==> config.mk <==
export PLATFORM = sky130hd
export DESIGN_NAME = dpr_cmd_sequencer
export DESIGN_NICKNAME = d
export VERILOG_FILES = /design/src/rtl/dpr_cmd_sequencer.sv
export SDC_FILE = /design/constraint.sdc
export NUM_CORES = 1
export LEC_CHECK = 0
export BUFFER_PORTS_ARGS = -buffer_cell sky130_fd_sc_hd__buf_4
export CAP_MARGIN = 20
export CELL_PAD_IN_SITES_DETAIL_PLACEMENT = 1
export CELL_PAD_IN_SITES_GLOBAL_PLACEMENT = 1
export CORE_MARGIN = 2
export CORE_UTILIZATION = 36
export CTS_CLUSTER_SIZE = 12
export DETAILED_ROUTE_END_ITERATION = 12
export PLACE_DENSITY_LB_ADDON = 0.1
export SLEW_MARGIN = 20
export SYNTH_ARGS = -nofsm -noshare
export SYNTH_HDL_FRONTEND = slang
export SYNTH_SLANG_ARGS = --single-unit
==> constraint.sdc <==
create_clock -name clk -period 1.66 [get_ports clk]
set_input_delay 0.249 -clock clk [delete_from_list [all_inputs] [get_ports clk]]
set_output_delay 0.249 -clock clk [all_outputs]
set_load 0.02 [all_outputs]
==> src/rtl/dpr_cmd_sequencer.sv <==
// dpr_cmd_sequencer: walks a host-written command program held in the DPR
// mailbox and replays it as the one-assignment-per-issue handshake that
// model_manager consumes (mm_o strobe, asn_opcode, dpr_pass pointer pass).

`ifndef ADDR_SIZE
`define ADDR_SIZE 16
`endif

package dpr_cmd_pkg;

  // Region pointers are ADDR_W bits; the MSB is the memory-select bit.
  localparam int unsigned ADDR_W = `ADDR_SIZE;

  // Strobe encoding tracks the command code so a decoded header maps 1:1.
  typedef enum logic [3:0] {
    WAIT        = 4'd0,
    ASN_MODEL   = 4'd1,
    ASN_LAYER   = 4'd2,
    ASN_SCRATCH = 4'd3,
    ASN_SGRAD   = 4'd4,
    ASN_WEIGHT  = 4'd5,
    ASN_WGRAD   = 4'd6,
    ASN_BIAS    = 4'd7,
    ASN_BGRAD   = 4'd8,
    ASN_INPUT   = 4'd9,
    ASN_OUTPUT  = 4'd10
  } mm_state;

  // Every 4-bit header opcode value is named so any header field casts cleanly.
  typedef enum logic [3:0] {
    LINEAR     = 4'd0,
    RELU       = 4'd1,
    SOFTMAX    = 4'd2,
    SIGMOID    = 4'd3,
    TANH       = 4'd4,
    CONV2D     = 4'd5,
    MAXPOOL    = 4'd6,
    AVGPOOL    = 4'd7,
    FLATTEN    = 4'd8,
    DROPOUT    = 4'd9,
    BATCHNORM  = 4'd10,
    LEAKY_RELU = 4'd11,
    GELU       = 4'd12,
    ADD        = 4'd13,
    CONCAT     = 4'd14,
    IDENTITY   = 4'd15
  } layer_opcode;

  typedef struct packed {
    logic [ADDR_W-1:0] region_begin;
    logic [ADDR_W-1:0] region_end;
  } mem_handle_t;

endpackage

module dpr_cmd_sequencer
  import dpr_cmd_pkg::*;
#(
  parameter int unsigned CMD_AW = 10,
  parameter int unsigned CMD_W  = 32
) (
  input  logic              clk,
  input  logic              rst,
  input  logic              start,
  input  logic [CMD_AW-1:0] base_addr,
  input  logic              mm_ready,
  output logic [CMD_AW-1:0] cmd_raddr,
  output logic              cmd_ren,
  input  logic [CMD_W-1:0]  cmd_rdata,
  output mm_state           mm_o,
  output layer_opcode       asn_opcode,
  output mem_handle_t       dpr_pass,
  output logic              busy,
  output logic              done,
  output logic              err,
  output logic [CMD_AW-1:0] err_addr
);

  localparam logic [3:0] IDLE   = 4'd0;
  localparam logic [3:0] HDR_RD = 4'd1;
  localparam logic [3:0] HDR_WT = 4'd2;
  localparam logic [3:0] BEG_RD = 4'd3;
  localparam logic [3:0] BEG_WT = 4'd4;
  localparam logic [3:0] END_RD = 4'd5;
  localparam logic [3:0] END_WT = 4'd6;
  localparam logic [3:0] ISSUE  = 4'd7;
  localparam logic [3:0] PASS   = 4'd8;
  localparam logic [3:0] FIN    = 4'd9;
  localparam logic [3:0] ERR    = 4'd10;

  localparam logic [3:0] CMD_NOP     = 4'd0;
  localparam logic [3:0] CMD_LAYER   = 4'd2;
  localparam logic [3:0] CMD_PTR_LO  = 4'd3;
  localparam logic [3:0] CMD_PTR_HI  = 4'd10;
  localparam logic [3:0] CMD_ILL_LO  = 4'd11;
  localparam logic [3:0] CMD_END     = 4'd15;

  localparam logic [CMD_AW-1:0] PTR_MAX = '1;

  logic [3:0]        state;
  logic [CMD_AW-1:0] ptr;
  logic [CMD_AW-1:0] hdr_addr;
  logic              wrap_pend;
  logic [3:0]        cur_cmd;
  logic [ADDR_W-1:0] hold_begin;
  logic [ADDR_W-1:0] hold_end;
  logic              start_pend;
  logic [CMD_AW-1:0] pend_base;

  logic [3:0]        hdr_code;
  logic [3:0]        hdr_op;
  logic [ADDR_W-1:0] ptr_word;
  logic              rd_state;
  logic              cur_is_ptr;
  logic              unused_hdr_bits;

  assign hdr_code        = cmd_rdata[31:28];
  assign hdr_op          = cmd_rdata[27:24];
  assign ptr_word        = cmd_rdata[ADDR_W-1:0];
  assign unused_hdr_bits = ^cmd_rdata[23:ADDR_W];

  assign rd_state   = (state == HDR_RD) || (state == BEG_RD) || (state == END_RD);
  assign cur_is_ptr = (cur_cmd >= CMD_PTR_LO) && (cur_cmd <= CMD_PTR_HI);

  // ptr always holds the next word to fetch, so it doubles as the read address
  assign cmd_raddr = ptr;

  // Read enable and the single-cycle assignment strobe follow the current state
  always_comb begin
    cmd_ren = rd_state && !wrap_pend;
    mm_o    = WAIT;
    if ((state == ISSUE) && mm_ready) begin
      mm_o = mm_state'(cur_cmd);
    end
  end

  // Program walker: fetch, decode, pointer capture, issue and completion
  always_ff @(posedge clk) begin
    if (rst) begin
      state      <= IDLE;
      ptr        <= '0;
      hdr_addr   <= '0;
      wrap_pend  <= 1'b0;
      cur_cmd    <= CMD_NOP;
      hold_begin <= '0;
      hold_end   <= '0;
      start_pend <= 1'b0;
      pend_base  <= '0;
      asn_opcode <= SOFTMAX;
      dpr_pass   <= '0;
      busy       <= 1'b0;
      done       <= 1'b0;
      err        <= 1'b0;
      err_addr   <= '0;
    end else begin
      done <= 1'b0;
      case (state)
        IDLE: begin
          if (start || start_pend) begin
            ptr        <= start ? base_addr : pend_base;
            wrap_pend  <= 1'b0;
            start_pend <= 1'b0;
            busy       <= 1'b1;
            err        <= 1'b0;
            state      <= HDR_RD;
          end
        end

        // The top word has already been fetched once wrap_pend is set, so the
        // next fetch is refused here instead of letting ptr roll over to 0.
        HDR_RD, BEG_RD, END_RD: begin
          if (wrap_pend) begin
            err      <= 1'b1;
            err_addr <= ptr;
            busy     <= 1'b0;
            state    <= ERR;
          end else begin
            if (ptr == PTR_MAX) begin
              wrap_pend <= 1'b1;
            end else begin
              ptr <= ptr + CMD_AW'(1);
            end
            if (state == HDR_RD) begin
              hdr_addr <= ptr;
              state    <= HDR_WT;
            end else if (state == BEG_RD) begin
              state <= BEG_WT;
            end else begin
              state <= END_WT;
            end
          end
        end

        HDR_WT: begin
          cur_cmd <= hdr_code;
          if (hdr_code == CMD_NOP) begin
            state <= HDR_RD;
          end else if (hdr_code == CMD_END) begin
            done  <= 1'b1;
            busy  <= 1'b0;
            state <= FIN;
          end else if (hdr_code >= CMD_ILL_LO) begin
            err      <= 1'b1;
            err_addr <= hdr_addr;
            busy     <= 1'b0;
            state    <= ERR;
          end else if (hdr_code < CMD_PTR_LO) begin
            // Opcode is loaded ahead of the strobe so it is valid while mm_o fires
            if (hdr_code == CMD_LAYER) begin
              asn_opcode <= layer_opcode'(hdr_op);
            end
            state <= ISSUE;
          end else begin
            state <= BEG_RD;
          end
        end

        BEG_WT: begin
          hold_begin <= ptr_word;
          state      <= END_RD;
        end

        END_WT: begin
          hold_end <= ptr_word;
          state    <= ISSUE;
        end

        // dpr_pass is loaded on the strobe edge so it appears in the PASS cycle
        ISSUE: begin
          if (mm_ready) begin
            if (cur_is_ptr) begin
              dpr_pass <= '{region_begin: hold_begin, region_end: hold_end};
              state    <= PASS;
            end else begin
              state <= HDR_RD;
            end
          end
        end

        PASS: begin
          state <= HDR_RD;
        end

        FIN, ERR: begin
          if (start) begin
            start_pend <= 1'b1;
            pend_base  <= base_addr;
          end
          state <= IDLE;
        end

        default: begin
          state <= IDLE;
        end
      endcase
    end
  end

endmodule

==> impl_metrics.toml, run 1 <==
[clock_tree]
clockRootBuffer = "clkbuf_16"
clk_pin_slew_ns = 0.06
cts_hold_buf = 0
numCtsBuffers = 17
h-tree-depth = 4
clock_latency_ns = 0.42
clkSinkCount = 121
clock_path_buffers = 2
cts_tree = "built"

[critical_path]
cp_slowest_stage_delay_ns = 0.36
crit_path_end = "cmd_ren"
worstSetupEndpointType = "output pin"
worstPathRequired_ns = 1.41
crit_type = "reg -> out"
startpoint_type = "flip-flop"
crit_chain = "buf_4 > and2b_2 > nand2_8 > buf_6 > nor2_4 > buf_6"
rr_startpoint = "state[3]$_SDFFE_PP0P_"
r2r-end = "err_addr[8]$_SDFFE_PP0P_"
crit_start = "state[3]$_SDFFE_PP0P_"
crit_slowest_cell = "dfxtp_4"
r2r_slack_ns = -0.12
cp_max_fo = 3
arrival_ns = 1.60
worstRegToRegCells = 7
critPathMostFrequentCell = "buf_6"

[sta]
finalSetupTns_ns = -2.25
period_share_pct = 111
timing.fmax_mhz = 541
finalSetupViolCount = 28
clock_skew_ns = 0.00665
worstMarginPinSlew_ns = 0.739
drv_slew = 0
slew_headroom_pct = 50.6
rsz0062_at_grt = "true"
setup_slack_ns = -0.189
fin_crit_ns = 1.85
hold_viol_final = 0

[yosys]
async_flop_share_pct = 0
yosys_warnings = 0
syn_area_sq_um = 5150
avgSynthCellArea_sq_um = 8.46
synthCells = 609
ys_seq_elements = 121
synth_nets = 656
synth_seq_area_share_pct = 47.0
yosys.cell_types.count = 59
synth_edf_count = 0
synth_top_flop_cell = "dfxtp_1"

[grt]
grt_usage_pct = 22.0
grt_pass1_vias = 5031
grt_overflow = 0
antenna_found_initial = 0
grt_pass1_wl_um = 25700
grt_max_degree = 46

[routing]
routed_wl_um = 18000
drt_pre_antenna_iters = 4
vias_per_cell = 5.18
via_count = 5062
initialDrtViolationCount = 264
drc = 0
wl_per_cell_um = 18.4
drtAntennaViolNets = 0

[pwr]
power.switching_uw = 4360
clockPowerShare_pct = 29.5
swShare_pct = 34.1
p_leak_uw = 0.00317
power_frac_comb_pct = 42.2
power_density_nw_per_um2 = 1630
sequentialPowerShare_pct = 28.4
internal_power_uw = 8410
worst_ir_drop_vdd_mv = 0.670

[cells_and_area]
n_fill_cell = 1605
fin_area_sq_um = 7830
antennaDiodeCount = 0
multi_input_area_sq_um = 2790
areaGrowthSynthToFinish_pct = 52.0
nets = 833
layout.cells.non_filler = 978
regArea_sq_um = 2440
drive_above_1_share_pct = 37.5

[floorplanning]
rows = 43
start_util_pct = 37.0
core_area_sq_um = 13900
dieArea_sq_um = 15300
die_y_um = 124
fp.dieW_um = 124
io_pins = 110

[placement]
dpl.hpwl_um = 10900
gp_congestion = 0.846
place_inst = 913
place_area_sq_um = 6570
io_buffers = 101

[min_path]
min_path_type = "in -> reg"

[flow_run]
max_cap_viol_count = 0

[outcome]
violations = "negative setup slack"
status = "finished with violations"
## worst max-delay path: cells and delay by family, from the launching register on
family	cells	cell delay, ns
simple gates	3	0.42
flops	1	0.36
buf+inv	3	0.39
## synthesized netlist by cell type (all sizes together), types with 4 or more instances
| cell type | count | area share [%] |
|---|---|---|
| or3 | 4 | 0.49 |
| nand2 | 154 | 12 |
| nand3 | 7 | 0.68 |
| nor2 | 46 | 3.4 |
| buf | 19 | 2.4 |
| a211oi | 13 | 1.9 |
| mux2i | 42 | 8.2 |
| nor3 | 11 | 1.7 |
| and2 | 6 | 0.73 |
| nand2b | 5 | 0.90 |
| clkbuf | 22 | 1.6 |
| dfxtp | 121 | 47 |
| o21ai | 16 | 1.7 |
| a21oi | 92 | 9.2 |
| inv | 8 | 0.58 |
## power groups by stage
stage	Clock (uW)	Sequential [uW]	Combinational (uW)
final	3770	3620	5390
after global routing	3970	3660	5700
after CTS	3820	3580	4430
after detailed placement	0	3630	3840
after global placement	0	3610	3750
after floorplan	0	3710	2100
## layout by cell type, fill, tap and decap left out, types with 10 or more instances in the layout
cell / synthesis / routed
nand2_1: 151 / 148
buf_4: 4 / 159
clkbuf_16: 0 / 20
a211oi_1: 13 / 13
a21oi_1: 89 / 81
a21oi_2: 3 / 10
buf_6: 3 / 25
buf_12: 0 / 10
nor2_1: 46 / 43
dfxtp_1: 121 / 114
mux2i_1: 42 / 42
## flip-flops by register name (all words and copies together) (netlist names)
name        count
start_pend      1
cmd_raddr      10
hdr_addr       10
cur_cmd         4
asn_opcode      4
err_addr       10
err             1
busy            1
state           4
hold_end       16
hold_begin     16
pend_base      10
done            1
dpr_pass       32
wrap_pend       1
## logic make-up (layout without fill, tap and decap cells)
kind of cell,after synthesis,after routing,synth area share [%]
DFF,121,121,47.0
xor gates and xnor gates,4,4,0.680
muxes,43,43,8.38
AOI/OAI and AO/OA,141,143,16.9
and+or+nand+nor,250,250,22.2
adders and majority gates,1,1,0.243
buffers and inverters,49,236,4.59
## cell type report
class / count / share of cell area [%]
clock buffer: 24 / 6.17
tap: 180 / 2.88
timing repair buffer: 197 / 22.2
multi-input combinational: 441 / 35.7
inverter: 8 / 0.431
sequential: 121 / 31.2
clock inverter: 7 / 1.45
## worst min-delay path by stage
stage                              startpoint                         end  slack [ns]  cells past startpoint
global route                    cmd_rdata[27]  asn_opcode[3]$_SDFFE_PP0P_        0.07                      3
floorplan                        cmd_rdata[0]  hold_begin[0]$_SDFFE_PP0P_        0.38                      2
global placement    hold_end[15]$_SDFFE_PP0N_   dpr_pass[15]$_SDFFE_PP0P_        0.44                      2
finish                          cmd_rdata[27]  asn_opcode[3]$_SDFFE_PP0P_        0.08                      3
CTS                             cmd_rdata[27]  asn_opcode[3]$_SDFFE_PP0P_        0.07                      3
detailed placement  pend_base[5]$_SDFFE_PP0P_   pend_base[5]$_SDFFE_PP0P_        0.45                      2
## metal layers
layer  global-route usage [%]  up-vias  part of all wire [%]
met5                        0        -                     0
met2                     36.3      117                    51
met4                     6.32        0                   1.3
met3                     6.27       22                   5.1
met1                     28.1     2484                    43
li1                         -     2439                     -
## metrics by stage
stage                     power (uW)  hold WS (ns)  setup WS (ns)  utilization, %
final                          12800        0.0760         -0.189            56.2
after global routing           13300        0.0685         -0.242            56.2
after CTS                      11800        0.0652         -0.205            53.4
after detailed placement        7470         0.448         -0.126            47.1
after global placement          7360         0.441        -0.0667            47.1
after floorplan                 5820         0.385        0.00251               -
## repair_timing
item | CTS | global route
setup buffers | 14 | 15
cloned | 1 | 4
resized for setup | 42 | 58
pin swaps | 18 | 28
endpoints found under the setup margin | 74 | 63
(Power assumes the default switching activity.)
==> inputs of run 2 (changes only) <==
--- a/config.mk
+++ b/config.mk
@@ -9,11 +9,11 @@
 export CAP_MARGIN = 20
 export CELL_PAD_IN_SITES_DETAIL_PLACEMENT = 1
 export CELL_PAD_IN_SITES_GLOBAL_PLACEMENT = 1
-export CORE_MARGIN = 2
 export CORE_UTILIZATION = 36
 export CTS_CLUSTER_SIZE = 12
 export DETAILED_ROUTE_END_ITERATION = 12
 export PLACE_DENSITY_LB_ADDON = 0.1
+export RECOVER_POWER = 50
 export SLEW_MARGIN = 20
 export SYNTH_ARGS = -nofsm -noshare
 export SYNTH_HDL_FRONTEND = slang
==> run 2 against run 1 <==
The run still ends with negative setup slack left. Core utilization fell by 3.3 points. Fmax rose by 3.9%. Power fell by 7.0%. Sequential power barely moved. Design area fell by 5.8%. Clock power fell by 1%. Non-clock buffer count fell by 17. Flip-flop and latch count did not move. First-iteration DRC count rose by 4.9%. Clock-buffer cell count fell by 1. Combinational power fell by 16%. Critical path type unchanged. Critical endpoint is now mm_o[1]. Largest cell class unchanged.
==> impl_metrics.toml, run 2 (same netlist as run 1, synthesis figures left out) <==
[outcome]
status = "finished with violations"
violations = "negative setup slack"

[pwr]
power_density_nw_per_um2 = 1610
p_leak_uw = 0.00279
worst_ir_drop_vdd_mv = 0.899

[clock_tree]
h-tree-depth = 4
clk_pin_slew_ns = 0.05
clock_path_buffers = 2
clkSinkCount = 121
cts_hold_buf = 0
cts_tree = "built"
clock_latency_ns = 0.41
clockRootBuffer = "clkbuf_16"
numCtsBuffers = 17

[sta]
timing.fmax_mhz = 562
period_share_pct = 107
fin_crit_ns = 1.78
setup_slack_ns = -0.120
clock_skew_ns = 0.00555
worstMarginPinSlew_ns = 0.637
hold_viol_final = 0
finalSetupViolCount = 14
rsz0062_at_grt = "true"
drv_slew = 0
finalSetupTns_ns = -0.705
slew_headroom_pct = 57.5

[grt]
grt_max_degree = 50
grt_pass1_wl_um = 25200
antenna_found_initial = 0
grt_usage_pct = 22.2
grt_overflow = 0
grt_pass1_vias = 5036

[floorplanning]
io_pins = 110
fp.dieW_um = 122
start_util_pct = 37.0
die_y_um = 122
dieArea_sq_um = 14800
rows = 43
core_area_sq_um = 13900

[routing]
initialDrtViolationCount = 277
vias_per_cell = 5.09
drtAntennaViolNets = 0
drc = 0
routed_wl_um = 16300
via_count = 4889
wl_per_cell_um = 17.0
drt_pre_antenna_iters = 4

[placement]
place_area_sq_um = 6520
dpl.hpwl_um = 10900
io_buffers = 101
gp_congestion = 0.807
place_inst = 910

[cells_and_area]
layout.cells.non_filler = 960
antennaDiodeCount = 0
reg_top3 = "dpr_pass (32), hold_begin (16), hold_end (16)"
largest-register = "dpr_pass"
final_cell_mix = "nand2_1, dfxtp_1, buf_4, a21oi_1, clkbuf_1"
largest_reg_flops = 32
n_fill_cell = 1651
layout_commonest_cell = "nand2_1"
drive_above_1_share_pct = 29.2
nets = 814
areaGrowthSynthToFinish_pct = 43.1
fin_area_sq_um = 7380

[critical_path]
startpoint_type = "flip-flop"
worstPathRequired_ns = 1.41
worstSetupEndpointType = "output pin"
crit_type = "reg -> out"
arrival_ns = 1.53
cp_max_fo = 4

[min_path]
min_path_type = "in -> reg"

[flow_run]
max_cap_viol_count = 0
## run 2: worst max-delay path, stage by stage, from the launching register on
cell and delay (ns):
dfxtp_4 0.35, nand2b_4 0.14, buf_6 0.12, nor3_4 0.14, buf_6 0.13, and2_4 0.13
buf_6 0.11
## run 2: routing by layer
metal | vias up | wire (um) | global-route usage (%)
li1 | 2411 | - | -
met1 | 2372 | 7400 | 27.1
met2 | 94 | 8090 | 36.4
met3 | 12 | 673 | 5.57
met4 | 0 | 138 | 10.5
met5 | - | 0 | 0
## run 2: repair_timing
item	in CTS	in global routing
resized for setup	34	42
gates cloned	0	3
endpoints found under the setup margin	59	59
pin swaps	6	22
setup buffers	7	10
## run 2: worst paths after layout
kind / start / end / slack, ns / cells after the start
hold reg to reg: hold_begin[7]$_SDFFE_PP0P_ / dpr_pass[23]$_SDFFE_PP0P_ / 0.45 / 2
hold / removal: cmd_rdata[26] / asn_opcode[2]$_SDFFE_PP0P_ / 0.07 / 3
setup / recovery: state[3]$_SDFFE_PP0P_ / mm_o[1] / -0.12 / 6
setup reg to reg: state[3]$_SDFFE_PP0P_ / err_addr[9]$_SDFFE_PP0P_ / -0.06 / 6
## run 2: metrics by stage
| stage | hold slack (ns) | setup slack (ns) | util [%] | power [uW] |
|---|---|---|---|---|
| after floorplan | 0.385 | 0.00251 | - | 5820 |
| after global placement | 0.438 | -0.0544 | 46.8 | 7340 |
| after detailed placement | 0.447 | -0.0980 | 46.8 | 7470 |
| after CTS | 0.0573 | -0.204 | 52.4 | 11500 |
| after global routing | 0.0762 | -0.189 | 52.9 | 12500 |
| final | 0.0743 | -0.120 | 52.9 | 11900 |
## run 2: where the power goes
group | leakage, uW | switching [uW] | internal [uW]
Combinational | 0.00152 | 2380 | 2160
Clock | 0.000288 | 1320 | 2410
Sequential | 0.000983 | 333 | 3270
Total | 0.00279 | 4030 | 7850
## run 2: cell type report
class / count / area (sq um) / area share, %
clock buffer: 23 / 498 / 6.75
clock inverter: 9 / 113 / 1.53
inverter: 8 / 33.8 / 0.458
multi-input combinational: 439 / 2730 / 37.0
sequential: 121 / 2440 / 33.1
tap: 180 / 225 / 3.05
timing repair buffer: 180 / 1330 / 18.0
